===== src/rtl/mem_arbiter.sv =====
// Two-port (fetch / data) arbiter onto a single-outstanding memory port.
// Data wins by default; a bounded starvation counter forces a fetch grant.
module mem_arbiter #(
    parameter int STARVE_MAX = 4
) (
    input  logic        clk,
    input  logic        rst_n,
    input  logic        if_req,
    input  logic [31:0] if_addr,
    output logic [31:0] if_rdata,
    output logic        if_done,
    input  logic        dm_req,
    input  logic        dm_we,
    input  logic [31:0] dm_addr,
    input  logic [31:0] dm_wdata,
    input  logic [2:0]  dm_size,
    output logic [31:0] dm_rdata,
    output logic        dm_done,
    output logic        dm_err,
    output logic        mem_cs,
    output logic [3:0]  mem_we,
    output logic [31:0] mem_addr,
    output logic [31:0] mem_wdata,
    input  logic [31:0] mem_rdata,
    input  logic        mem_ready
);

    localparam logic [2:0] SZ_BYTE  = 3'b000;
    localparam logic [2:0] SZ_HALF  = 3'b001;
    localparam logic [2:0] SZ_BYTEU = 3'b100;
    localparam logic [2:0] SZ_HALFU = 3'b101;

    localparam int CW = (STARVE_MAX < 1) ? 1 : $clog2(STARVE_MAX + 1);
    localparam logic [CW-1:0] SMAX = CW'(STARVE_MAX);

    typedef enum logic [1:0] {IDLE, IF_ACC, DM_ACC, RESP} state_t;

    state_t        state, state_d;
    logic [CW-1:0] starve_cnt, starve_cnt_d;
    logic [1:0]    acc_lane, acc_lane_d;
    logic [2:0]    acc_size, acc_size_d;

    logic          mem_cs_d, if_done_d, dm_done_d, dm_err_d;
    logic [3:0]    mem_we_d;
    logic [31:0]   mem_addr_d, mem_wdata_d, if_rdata_d, dm_rdata_d;

    // Fetch addresses are word aligned; the low bits are intentionally ignored.
    logic unused_if_lo;
    assign unused_if_lo = ^if_addr[1:0];

    logic        is_byte, is_half, is_word, dm_misal, dm_pick;
    logic [3:0]  st_we;
    logic [31:0] st_wdata, ld_lane, ld_data;

    assign is_byte  = (dm_size == SZ_BYTE) || (dm_size == SZ_BYTEU);
    assign is_half  = (dm_size == SZ_HALF) || (dm_size == SZ_HALFU);
    assign is_word  = !is_byte && !is_half;
    assign dm_misal = (is_half && dm_addr[0]) || (is_word && (dm_addr[1:0] != 2'b00));
    assign dm_pick  = dm_req && ((starve_cnt < SMAX) || !if_req);

    always_comb begin
        st_we    = 4'b1111;
        st_wdata = dm_wdata;
        if (is_byte) begin
            st_we    = 4'b0001 << dm_addr[1:0];
            st_wdata = {4{dm_wdata[7:0]}};
        end else if (is_half) begin
            st_we    = dm_addr[1] ? 4'b1100 : 4'b0011;
            st_wdata = {2{dm_wdata[15:0]}};
        end
    end

    assign ld_lane = mem_rdata >> {acc_lane, 3'b000};

    always_comb begin
        case (acc_size)
            SZ_BYTE:  ld_data = {{24{ld_lane[7]}}, ld_lane[7:0]};
            SZ_BYTEU: ld_data = {24'h0, ld_lane[7:0]};
            SZ_HALF:  ld_data = {{16{ld_lane[15]}}, ld_lane[15:0]};
            SZ_HALFU: ld_data = {16'h0, ld_lane[15:0]};
            default:  ld_data = mem_rdata;
        endcase
    end

    always_comb begin
        state_d      = state;
        starve_cnt_d = starve_cnt;
        acc_lane_d   = acc_lane;
        acc_size_d   = acc_size;
        mem_cs_d     = mem_cs;
        mem_we_d     = mem_we;
        mem_addr_d   = mem_addr;
        mem_wdata_d  = mem_wdata;
        if_rdata_d   = if_rdata;
        dm_rdata_d   = dm_rdata;
        if_done_d    = 1'b0;
        dm_done_d    = 1'b0;
        dm_err_d     = 1'b0;
        case (state)
            IDLE: begin
                if (dm_pick) begin
                    if (!if_req)
                        starve_cnt_d = '0;
                    else if (starve_cnt != SMAX)
                        starve_cnt_d = starve_cnt + 1'b1;
                    if (dm_misal) begin
                        state_d    = RESP;
                        dm_done_d  = 1'b1;
                        dm_err_d   = 1'b1;
                        dm_rdata_d = '0;
                    end else begin
                        state_d    = DM_ACC;
                        mem_cs_d   = 1'b1;
                        mem_we_d   = dm_we ? st_we : 4'b0000;
                        mem_addr_d = {dm_addr[31:2], 2'b00};
                        if (dm_we)
                            mem_wdata_d = st_wdata;
                        acc_lane_d = dm_addr[1:0];
                        acc_size_d = dm_size;
                    end
                end else if (if_req) begin
                    starve_cnt_d = '0;
                    state_d      = IF_ACC;
                    mem_cs_d     = 1'b1;
                    mem_we_d     = 4'b0000;
                    mem_addr_d   = {if_addr[31:2], 2'b00};
                end
            end
            IF_ACC: begin
                if (mem_ready) begin
                    state_d    = RESP;
                    mem_cs_d   = 1'b0;
                    if_done_d  = 1'b1;
                    if_rdata_d = mem_rdata;
                end
            end
            DM_ACC: begin
                if (mem_ready) begin
                    state_d   = RESP;
                    mem_cs_d  = 1'b0;
                    dm_done_d = 1'b1;
                    // Stores leave the load result bus untouched.
                    if (mem_we == 4'b0000)
                        dm_rdata_d = ld_data;
                end
            end
            default: state_d = IDLE;
        endcase
    end

    always_ff @(posedge clk or negedge rst_n) begin
        if (!rst_n) begin
            state      <= IDLE;
            starve_cnt <= '0;
            acc_lane   <= 2'b00;
            acc_size   <= 3'b000;
            mem_cs     <= 1'b0;
            mem_we     <= 4'b0000;
            mem_addr   <= '0;
            mem_wdata  <= '0;
            if_rdata   <= '0;
            dm_rdata   <= '0;
            if_done    <= 1'b0;
            dm_done    <= 1'b0;
            dm_err     <= 1'b0;
        end else begin
            state      <= state_d;
            starve_cnt <= starve_cnt_d;
            acc_lane   <= acc_lane_d;
            acc_size   <= acc_size_d;
            mem_cs     <= mem_cs_d;
            mem_we     <= mem_we_d;
            mem_addr   <= mem_addr_d;
            mem_wdata  <= mem_wdata_d;
            if_rdata   <= if_rdata_d;
            dm_rdata   <= dm_rdata_d;
            if_done    <= if_done_d;
            dm_done    <= dm_done_d;
            dm_err     <= dm_err_d;
        end
    end

endmodule


===== config.mk =====
export PLATFORM = sky130hd
export DESIGN_NAME = mem_arbiter
export DESIGN_NICKNAME = d
export VERILOG_FILES = /design/src/rtl/mem_arbiter.sv
export SDC_FILE = /design/constraint.sdc
export NUM_CORES = 1
export LEC_CHECK = 0
export ABC_AREA = 1
export CORE_UTILIZATION = 40
export CTS_BUF_LIST = sky130_fd_sc_hd__clkbuf_4 sky130_fd_sc_hd__clkbuf_8 sky130_fd_sc_hd__clkbuf_16
export DETAILED_ROUTE_END_ITERATION = 12
export HOLD_SLACK_MARGIN = 0.12
export PLACE_DENSITY = 0.81
export SYNTH_ARGS = -nofsm -noshare
export SYNTH_HDL_FRONTEND = slang
export SYNTH_SLANG_ARGS = --single-unit

===== constraint.sdc =====
create_clock -name clk -period 1.8 [get_ports clk]
set_clock_uncertainty 0.1 [all_clocks]
set_input_delay 0.54 -clock clk [delete_from_list [all_inputs] [get_ports clk]]
set_output_delay 0.54 -clock clk [all_outputs]
set_load 0.05 [all_outputs]

# [Word level (Yosys, flattened, before mapping)]
# Index checks and enable logic that the tools add are counted.
[totals] regBits=146 inputBits=137 output_inout_bits=136 elab_cells=102
[classes] add_sub_neg=1 order_cmp=1 eq_ne=18 n_shift=2 muxes=38 bitwise_logic=1 reduce_logical=28
[ops] operator="$mux 32" n=9
[ops] operator="$pmux 32 s4" n=1
[ops] operator="$pmux 32 s2" n=1
[ops] operator="$shr 32x5->16" n=1
[ops] operator="$mux 4" n=7
[ops] operator="$eq 3x3->1 const B" n=4
[ops] operator="$mux 3" n=4
[ops] operator="$mux 1" n=10
[ops] operator="$ne 2x2->1 const B" n=5
[ops] operator="$ne 3x3->1 const B" n=3
[ops] operator="$reduce_and 3->1" n=3
[ops] operator="$reduce_and 4->1" n=2
[ops] operator="$reduce_bool 2->1" n=4
[ops] operator="$eq 3x1->1 const B" n=2
[ops] operator="$logic_not 3->1" n=2
[ops] operator="$mux 2" n=3
[ops] operator="$reduce_and 5->1" n=1
[ops] operator="$logic_and 1x1->1" n=4
[ops] operator="$logic_not 4->1" n=1
[ops] operator="$logic_or 1x1->1" n=4
[ops] operator="$pmux 1 s2" n=2
[ops] operator="$pmux 2 s2" n=1
[ops] operator="$reduce_and 2->1" n=2
[ops] operator="$shl 1x2->4 const A" n=1
[ops] operator="other kinds (10)" n=12

# [Longest topological paths before layout]
[depth] word_depth=9 mapped_depth=10 ltp_nobuf=9

# [Worst setup path before layout]
# OpenSTA, ideal clock, no wires.
[synth_timing] path_type="reg-to-reg" startpoint="reg state[0]" endpoint="reg mem_wdata[10]" setup_ns=0.127 arrival_ns=1.548 required_ns=1.573 slack_ns=0.025 stages_incl_launch_ff=10 path_buffers=2 synth_period_minus_slack_ns=1.775 path_cell_list="dfrtp_1 -> inv_1 -> ha_1 -> nand3_2 -> inv_1 -> nand3_2 -> inv_2 -> buf_4 -> buf_4 -> a31oi_1"
[synth_between] elab_chain_cells=2
[synth_lines] item="from (decl)" line="38" rtl="state_t state, state_d;"
[synth_lines] item="from (signal assigned)" line="167" rtl="state <= state_d;"
[synth_lines] item="$logic_not 2->1" line="99" rtl="case (state)"
[synth_lines] item="$reduce_and 4->1 (no line)"
[synth_lines] item="to (signal assigned)" line="174" rtl="mem_wdata <= mem_wdata_d;"
[synth_lines] item="to (decl)" line="23" rtl="output logic [31:0] mem_wdata,"
# Every way passes these cells.
# A chain may end at the register's enable or synchronous reset.

# [Final worst setup path]
[layout_timing] startpoint="in mem_rdata[23]" endpoint="reg dm_rdata[22]"
[layout_between] elab_chain_cells=5
[layout_lines] item="from (decl)" line="24" rtl="input logic [31:0] mem_rdata,"
[layout_lines] item="$shr 32x5->16" line="73" rtl="assign ld_lane = mem_rdata >> {acc_lane, 3'b000};"
[layout_lines] item="$pmux 32 s4" line="76" rtl="case (acc_size)"
[layout_lines] item="$mux 32" line="143" rtl="if (mem_we == 4'b0000)"
[layout_lines] item="$mux 32" line="138" rtl="if (mem_ready) begin"
[layout_lines] item="$pmux 32 s2" line="99"
[layout_lines] item="to (signal assigned)" line="176" rtl="dm_rdata <= dm_rdata_d;"
[layout_lines] item="to (decl)" line="17" rtl="output logic [31:0] dm_rdata,"
# Every way passes these cells. The select of a mux whose other input is x is not followed.

==> qor.txt <==
clk_lat worst skew -> 0.42 ns
First DRT Iteration DRCs -> 540
CTS tree -> built
hold_ws -> 0.4068 ns
global-route wire length before repair -> 37,800 um
CP cell instances -> clkdlybuf4s50_1 -> inv_1 -> nand2_1 -> nand3_1 -> a21oi_1 -> nor2_4 -> buf_12 -> o21ai_0
final hold vios -> 0
Layout area overhead -> 77.86%
clock period minus worst slack -> 1.773 ns
CP required -> 2.03 ns
CTS root buf -> clkbuf_16
Die Wd -> 134.0 um
Final Wtd Congestion -> 0.9511
clock slew at reported path FFs -> 0.06 ns
Crit path arrival time -> 2.00 ns
WP buf/inv -> 3
Yosys top cell area share -> 51.71%
average wire per standard cell -> 17.17 um
Row Count -> 47
slowest CP cell -> clkdlybuf4s50_1
maximum vdd drop -> 0.001292 V
drt drc -> 0
Setup TNS Final -> 0 ns
Area contributors post-synth -> dfrtp_1, nand2_1, o21ai_0, nor2_1, nand3_1
Setup WS pre-CTS -> -0.5275 ns
gr usage total -> 27.35%
Initial Utilization -> 41.44%
via count -> 7,473
Hold WC Path Type -> in2reg
largest net degree at the start of global routing -> 42
Final WS setup -> 0.02701 ns
flops & latches, synth -> 144
Synth Cell Area -> 6969 um2
Setup crit end kind -> flip-flop
Max Transition Viols Final -> 0
Post-Route WL -> 24,420 um
final setup vio count -> 0
initial antenna violation count -> 0
Die Area -> 17,950 um2
H-tree levels -> 4
max cap viols -> 0
overall power -> 0.02527 W
clk buf depth -> 2
synth unique cells -> 32
Final Core Density -> 73.70%
syn_area_per_cell -> 7.938 um2
critical setup path kind -> in2reg
startpoint types -> input port
Synth warnings -> 0
post-detail-place hpwl -> 18,000 um
CORE AREA -> 16,820 um2
# IOs -> 273
Max stage delay on crit path -> 0.54 ns
Final period util -> 98.50%
critical path's top delay family -> buffers and inverters
crit path max fanout -> 16
TritonCTS buffer count -> 17
Leakage -> 5.850 nW
DRT antenna net count -> 0
ANT cells -> 0
fin nets -> 1,332
RSZ-0062 raised after global routing -> true
status -> finished clean
Post-Syn Instances -> 878
IO Port Bufs -> 268
maximum clock rate -> 564.0 MHz
vias in the first global route -> 7,268
total grt overflow -> 0
CTS sink count -> 144
layout cell share with drive strength beyond 1 -> 22.46%
Synth area leader -> dfrtp_1
Vias/cell -> 5.255
Die Height -> 134.0 um
TritonRoute pass-1 iters -> 6
Cell Pwr Density -> 2039 nW/um2
Seq/Total Area, Yosys -> 51.71%
[through the flow]
step                      area, um2  instances
after CTS                     12240       1414
final                         12400       1422
after floorplan                6973        879
after global routing          12400       1422
after global placement        11630       1381
after detailed placement      11630       1381
[kinds of logic after synthesis]
group           share of synthesized area [%]
flops                                   51.71
other cells                           0.05381
simple gates                            26.97
compound gates                          13.23
fa+ha+maj                               1.077
buf+inv                                 6.966
[registers in the layout (all words and copies together), names as in the netlist]
| signal | flops |
|---|---|
| acc_lane | 2 |
| acc_size | 3 |
| dm_done | 1 |
| dm_err | 1 |
| dm_rdata | 32 |
| if_done | 1 |
| if_rdata | 32 |
| mem_addr | 30 |
| mem_cs | 1 |
| mem_wdata | 32 |
| mem_we | 4 |
| starve_cnt | 3 |
| state | 2 |
[per-layer routing]
metal  up-vias  wire [um]  share of wire [%]  track usage, %
met2       430      12170                 50           46.37
met1      3511       8876                 36           31.84
met5         -          0                  0               0
met4         0        749                3.1           11.68
met3        59       2615                 11           8.579
li1       3473          -                  -               -
[cell usage after synthesis (all sizes together)]
cell type	n
a21oi	18
a31oi	16
buf	25
clkbuf	25
clkinv	1
conb	1
dfrtp	144
ha	6
inv	62
nand2	295
nand3	48
nand4	19
nor2	92
nor3	1
o211ai	4
o21a	1
o21ai	88
o21bai	1
o22ai	1
o31ai	30
[where the power goes]
group	leakage, nW	total (W)	switching, W	internal (W)
clock network	0.275	0.00348	0.00144	0.00205
registers	1.83	0.00628	0.00163	0.00465
logic	3.75	0.0155	0.00846	0.00704
[worst paths after layout]
path	slack (ns)	depth (start not counted)	end	from
worst min-delay path	0.41	3	starve_cnt[2]	dm_req
min in group asynchronous	0.47	2	dm_rdata[0]	rst_n
worst max-delay path	0.03	8	dm_rdata[22]	mem_rdata[23]
max in group asynchronous	0.56	3	mem_wdata[0]	rst_n
worst min register to register	0.43	2	acc_size[0]	acc_size[0]
worst max register to register	0.07	8	mem_addr[20]	state[0]
[final cells by class]
| cell class | instances | area [um2] |
|---|---|---|
| Fill cell | 1131 | 4423 |
| Multi-Input combinational cell | 623 | 2967 |
| Inverter | 63 | 239.0 |
| Clock inverter | 14 | 141.4 |
| Timing Repair Buffer | 340 | 4737 |
| Sequential cell | 144 | 3603 |
| Clock buffer | 18 | 432.9 |
| Tap cell | 220 | 275.3 |
[placed cells by master, fill, tap and decap left out, types with 3 or more instances in the layout]
| cell | instances |
|---|---|
| a31oi_1 | 16 |
| o21ai_0 | 80 |
| ha_1 | 4 |
| clkinvlp_4 | 4 |
| nand2_2 | 3 |
| a21oi_1 | 17 |
| nor2_4 | 3 |
| buf_6 | 5 |
| clkinv_2 | 5 |
| dfrtp_1 | 144 |
| buf_12 | 144 |
| o31ai_2 | 4 |
| o211ai_1 | 4 |
| nor2_1 | 88 |
| o21ai_1 | 7 |
| clkbuf_16 | 18 |
| inv_2 | 8 |
| nand3_2 | 3 |
| buf_4 | 55 |
| o31ai_1 | 26 |
| nand3_1 | 45 |
| nand4_1 | 19 |
| inv_1 | 53 |
| clkdlybuf4s50_1 | 130 |
| nand2_1 | 289 |
[worst reg2reg max path: stages (launching register included)]
cell and delay [ns]:
dfrtp_1 0.40, inv_2 0.11, ha_4 0.16, inv_1 0.07, nor2_4 0.13, o21ai_4 0.10
buf_4 0.16, clkbuf_16 0.17, o31ai_1 0.23
[timing repair]
item                       in CTS  in global routing
pin swaps                       0                  6
gates resized for setup        10                 22
hold buffers                    1                  0
hold endpoints to repair       27                  0
setup endpoints to repair      72                 85
buffers inserted                0                  6
gates cloned                    0                  2
(Power assumes the default switching activity.)
